File: config.mk
export PLATFORM = sky130hd
export DESIGN_NAME = core_seq_ctrl
export DESIGN_NICKNAME = d
export VERILOG_FILES = /design/src/rtl/core_seq_ctrl.sv
export SDC_FILE = /design/constraint.sdc
export NUM_CORES = 1
export LEC_CHECK = 0
export ABC_CLOCK_PERIOD_IN_PS = 3690
export CORE_MARGIN = 1.5
export CORE_UTILIZATION = 40
export DETAILED_ROUTE_END_ITERATION = 16
export PLACE_DENSITY = 0.65
export SYNTH_ARGS = -nofsm -noshare
export SYNTH_HDL_FRONTEND = slang
export SYNTH_SLANG_ARGS = --single-unit
File: constraint.sdc
create_clock -name clk -period 3.69 [get_ports clk]
set_input_delay 0.369 -clock clk [delete_from_list [all_inputs] [get_ports clk]]
set_output_delay 0.369 -clock clk [all_outputs]
set_load 0.1 [all_outputs]
File: src/rtl/core_seq_ctrl.sv
// core_seq_ctrl: one-start-per-pass instruction sequencer for the single-core NPU (Q/K load, kernel preload, execute, OFIFO drain).
// Define SFP_NORM_EN to add the SFP normalise phases (NORM_A/NORM_B) between OFIFO drain and FIN.
module core_seq_ctrl #(
  parameter int COL    = 8,
  parameter int ADDR_W = 4,
  parameter int DRAIN  = 8
) (
  input  logic              clk,
  input  logic              reset,
  input  logic              start,
  input  logic              abort,
  input  logic [ADDR_W-1:0] q_len_m1,
  input  logic              in_valid,
  output logic              in_ready,
  input  logic              ofifo_valid,
  output logic [19:0]       inst,
  output logic              busy,
  output logic              done
);
  localparam int CW = ADDR_W + 1;
  localparam logic [CW-1:0] COL_M1 = CW'(COL - 1);
  localparam logic [CW-1:0] KL_END = CW'(COL + DRAIN - 1);
`ifdef SFP_NORM_EN
  typedef enum logic [3:0] {IDLE, LD_Q, LD_K, KLOAD, EXEC, OFIFO, FIN, NORM_A, NORM_B} state_t;
`else
  typedef enum logic [2:0] {IDLE, LD_Q, LD_K, KLOAD, EXEC, OFIFO, FIN} state_t;
`endif
  state_t state, nxt;
  logic [CW-1:0] cnt, cnt_nxt, qlen_ext;
  logic [ADDR_W-1:0] qlen, a;
  logic ld_q, ld_k, kl, ex, of;
  assign qlen_ext = {1'b0, qlen};
  assign a        = cnt[ADDR_W-1:0];
  assign ld_q     = state == LD_Q;
  assign ld_k     = state == LD_K;
  assign kl       = state == KLOAD && cnt <= COL_M1;
  assign ex       = state == EXEC;
  assign of       = state == OFIFO && ofifo_valid;
  always_comb begin
    nxt     = state;
    cnt_nxt = cnt;
    case (state)
      IDLE:   if (start) nxt = LD_Q;
      LD_Q:   if (in_valid) begin
                if (cnt == qlen_ext) nxt = LD_K;
                else cnt_nxt = cnt + 1'b1;
              end
      LD_K:   if (in_valid) begin
                if (cnt == COL_M1) nxt = KLOAD;
                else cnt_nxt = cnt + 1'b1;
              end
      // KLOAD covers the preload cycles followed by the settle (drain) cycles
      KLOAD:  if (cnt == KL_END) nxt = EXEC;
              else cnt_nxt = cnt + 1'b1;
      EXEC:   if (cnt == qlen_ext) nxt = OFIFO;
              else cnt_nxt = cnt + 1'b1;
      OFIFO:  if (ofifo_valid) begin
`ifdef SFP_NORM_EN
                if (cnt == qlen_ext) nxt = NORM_A;
`else
                if (cnt == qlen_ext) nxt = FIN;
`endif
                else cnt_nxt = cnt + 1'b1;
              end
`ifdef SFP_NORM_EN
      NORM_A: if (cnt == qlen_ext + 1'b1) nxt = NORM_B;
              else cnt_nxt = cnt + 1'b1;
      NORM_B: if (cnt == qlen_ext + 1'b1) nxt = FIN;
              else cnt_nxt = cnt + 1'b1;
`endif
      FIN:    nxt = IDLE;
      default: nxt = IDLE;
    endcase
    if (abort) nxt = IDLE;
    if (nxt != state) cnt_nxt = '0;
  end
  always_ff @(posedge clk or negedge reset) begin
    if (!reset) begin
      state    <= IDLE;
      cnt      <= '0;
      qlen     <= '0;
      in_ready <= 1'b0;
      busy     <= 1'b0;
      done     <= 1'b0;
    end else begin
      state    <= nxt;
      cnt      <= cnt_nxt;
      if (state == IDLE && nxt == LD_Q) qlen <= q_len_m1;
      in_ready <= nxt == LD_Q || nxt == LD_K;
      busy     <= nxt != IDLE;
      done     <= nxt == FIN;
    end
  end
`ifdef SFP_NORM_EN
  logic na, nb_rd, nb_wr;
  assign na    = state == NORM_A && cnt <= qlen_ext;
  assign nb_rd = state == NORM_B && cnt <= qlen_ext;
  assign nb_wr = state == NORM_B && cnt != '0;
`endif
  always_comb begin
    inst        = '0;
    inst[15:12] = (ld_q || ld_k || kl || ex) ? a : '0;
    inst[7]     = ex;
    inst[6]     = kl;
    inst[5]     = ex;
    inst[4]     = ld_q && in_valid;
    inst[3]     = kl;
    inst[2]     = ld_k && in_valid;
    inst[16]    = of;
`ifdef SFP_NORM_EN
    // write-back trails the read by one cycle (SRAM read latency), so it addresses cnt-1
    inst[19]    = nb_wr;
    inst[18]    = nb_rd;
    inst[17]    = na;
    inst[1]     = na || nb_rd;
    inst[0]     = of || nb_wr;
    inst[11:8]  = nb_wr ? a - 1'b1 : (of || na || nb_rd) ? a : '0;
`else
    inst[0]     = of;
    inst[11:8]  = of ? a : '0;
`endif
  end
endmodule
==> metrics.cfg <==
[run_status]
status = finished, violations left
violations = design-rule violations

[die]
die_height_um = 58.26
die_area_sq_um = 3394
die_w_um = 58.26
start_util = 0.4317
core_sq_um = 2829
ioPinCount = 33
rows = 19

[clocking]
cts_num_sinks = 15
htreeDepth = 1
tritoncts = yes
cts-resized-gates = 0
cts_buffers = 3
cts.path.max_buffers = 2
clk_latency_ns = 0.28
clockRootBuffer = clkbuf_4
cts_hold_buf = 0
path_clk_slew_ns = 0.08
post_cts_buffers = 0

[timing]
grt_setup_unrepaired = no
finalClockSkew_ns = 0.0005319
setup_slack_ns = 1.190
finalSetupViolCount = 0
max_slew_margin = 0.3478
worst-slew-pin-transition_ns = 0.9753
clock.fmax_mhz = 400.0
fin_crit_sh = 0.6775
slew_violations = 0
setup_tns_ns = 0
finalCriticalPeriod_ns = 2.500
holdWs_ns = 0.4771
finalHoldViolations = 0

[pwr]
p_leak_nw = 0.5990
total_power_mw = 0.6445
p_seq_frac = 0.382
power_density_nw_per_um2 = 452.3
swShare = 0.4725
internal_power_mw = 0.3400
p_comb_frac = 0.475
ir_drop_uv = 266.2
p_sw_mw = 0.3045
power_frac_clock = 0.143

[yosys]
seq_area_frac_synth = 0.3074
synth_top_area_share = 0.3074
ys_top_cells_by_area = dfrtp_1, buf_4, nor3_1
yosysWarnings = 0
ys_types = 44
async_reset_ff_frac = 1.000
synth_edf_count = 0
syn_area_sq_um = 1221
syn_inst = 139
avgSynthCellArea_sq_um = 8.785
ys.flop_type = dfrtp_1
synth_top_area_cell = dfrtp_1
synth_seq_cells = 15

[critical_path]
crit_top_cell = ha_1
cpMaxStageDelayCell = dfrtp_1
crit_arrival_ns = 2.67
worst-path-buf-inv = 1
path_delay_family = simple AND/OR/NAND/NOR gates
crit_type = flip-flop to flip-flop
path_cells = ha_1, inv_1, nor3_1, ha_1, nor4bb_1, a211o_1, a31oi_1, nor3b_2, mux2_1
slowest_delay_ns = 0.48
cp-start-kind = flip-flop
required_ns = 3.86
crit_fanout = 7
end_kind = flip-flop

[global_routing]
grt_max_degree = 19
gr-total-overflow = 0
use_met3 = 0.02009
grt_pass1_wl_mm = 4.271
grt_pass1_vias = 929
grt_util_met2 = 0.2370
grt_util_all_layers = 0.1639
grt_use_met1 = 0.2370
antenna_found_initial = 0
top_usage_layer = met1

[flow_run]
drv_cap = 0

[placed_design]
dpl_cell_area_sq_um = 1399
dpl_worst_slack_ns = 1.207
gp_congestion = 0.8580
dp.cells = 185
io_buffers = 28
hpwl_mm = 2.020

[cells_and_area]
final_cells = 189
drive_gt1_frac = 0.1772
regArea_sq_um = 375.4
areaGrowthSynthToFinish_pct = 16.70
post-route-util = 0.5038
fin_area_sq_um = 1425
fin_nets = 171
multi_input_area_sq_um = 710.7
antennaDiodeCount = 0
nFillCells = 275

[detailed_routing]
drtIter0Drc = 30
vias_per_cell = 5.577
vias = 1054
finalWirelength_mm = 2.528
drtAntennaViolNets = 0
wl_per_cell_um = 13.38
drc = 3
first_pass_iters = 10

[hold_path]
hold_class = input port to asynchronous set/reset pin

cell type report:
class | count | area share
clock buffer | 4 | 0.01844
inverter | 9 | 0.02370
multi-input combinational | 102 | 0.4987
sequential | 15 | 0.2634
tap | 31 | 0.02722
timing repair buffer | 28 | 0.1686
worst reg2reg max path, cell delays in order, from the launching register on:
cell	delay, ns
dfrtp_1	0.48
ha_1	0.25
inv_1	0.10
nor3_1	0.06
ha_1	0.21
nor4bb_1	0.30
a211o_1	0.17
a31oi_1	0.08
nor3b_2	0.38
mux2_1	0.36
final timing paths:
kind                                             to  cells past startpoint  slack (ns)                start
worst max-delay path            qlen[1]$_DFFE_PN0P_                      9        1.19   cnt[1]$_DFFE_PN0P_
worst min-delay path             state[2]$_DFF_PN0_                      1        0.48                reset
worst max register to register  qlen[1]$_DFFE_PN0P_                      9        1.19   cnt[1]$_DFFE_PN0P_
worst min register to register  qlen[3]$_DFFE_PN0P_                      1        0.51  qlen[3]$_DFFE_PN0P_
max in group asynchronous       qlen[0]$_DFFE_PN0P_                      1        2.80                reset
min in group clk                qlen[3]$_DFFE_PN0P_                      1        0.51  qlen[3]$_DFFE_PN0P_
cell usage after synthesis, types with 2 or more instances:
cell and instances:
a2111oi_0 2, nor4bb_1 2, o211ai_1 3, a31oi_1 4, nand2_1 6, o21a_1 2
a21o_1 5, nor3_1 10, or3_1 2, nand3_1 3, a21oi_1 6, and2_1 5
or4_1 2, a211o_1 2, inv_1 9, xor2_1 3, buf_2 3, nor2_1 13
dfrtp_1 15, ha_1 2, o21ai_0 3, buf_4 11, nor3b_1 2, mux2_1 4
state kept, by name (all words and copies together), names as in the netlist:
register,count
cnt,5
qlen,4
state,3
busy,1
done,1
in_ready,1
power by group through the flow:
stage	combinational [mW]	clock [mW]	sequential, mW
floorplan	0.227	0	0.261
global placement	0.302	0	0.249
finish	0.306	0.0921	0.246
CTS	0.306	0.0961	0.248
detailed placement	0.305	0	0.251
global route	0.331	0.105	0.254
cells by family (layout without fill, tap and decap cells):
group / after synthesis / count (layout) / synth area share
other: 1 / 4 / 0.003071
and+or+nand+nor: 54 / 54 / 0.2725
AOI/OAI and AO/OA: 33 / 33 / 0.1967
xor gates and xnor gates: 4 / 4 / 0.03484
muxes: 5 / 5 / 0.04508
buffers and inverters: 25 / 41 / 0.1199
adders and majority gates: 2 / 2 / 0.02049
DFF: 15 / 15 / 0.3074
cells in the final DEF, fill, tap and decap left out, types with 3 or more instances in the layout:
master	count
a21o_1	5
nand3_1	3
a21oi_1	6
o211ai_1	3
nor2_1	13
nor3_1	10
and2_1	5
a31oi_1	4
conb_1	4
clkdlybuf4s50_1	12
xor2_1	3
mux2_1	4
inv_1	9
clkbuf_4	3
o21ai_0	3
nand2_1	6
dfrtp_1	15
buf_4	16
layer usage:
layer	wire (um)	share of wire
met2	1147	0.45
met4	64	0.025
met3	104	0.041
met1	1211	0.48
met5	0	0
No activity file was read; power rests on OpenSTA's default activity.
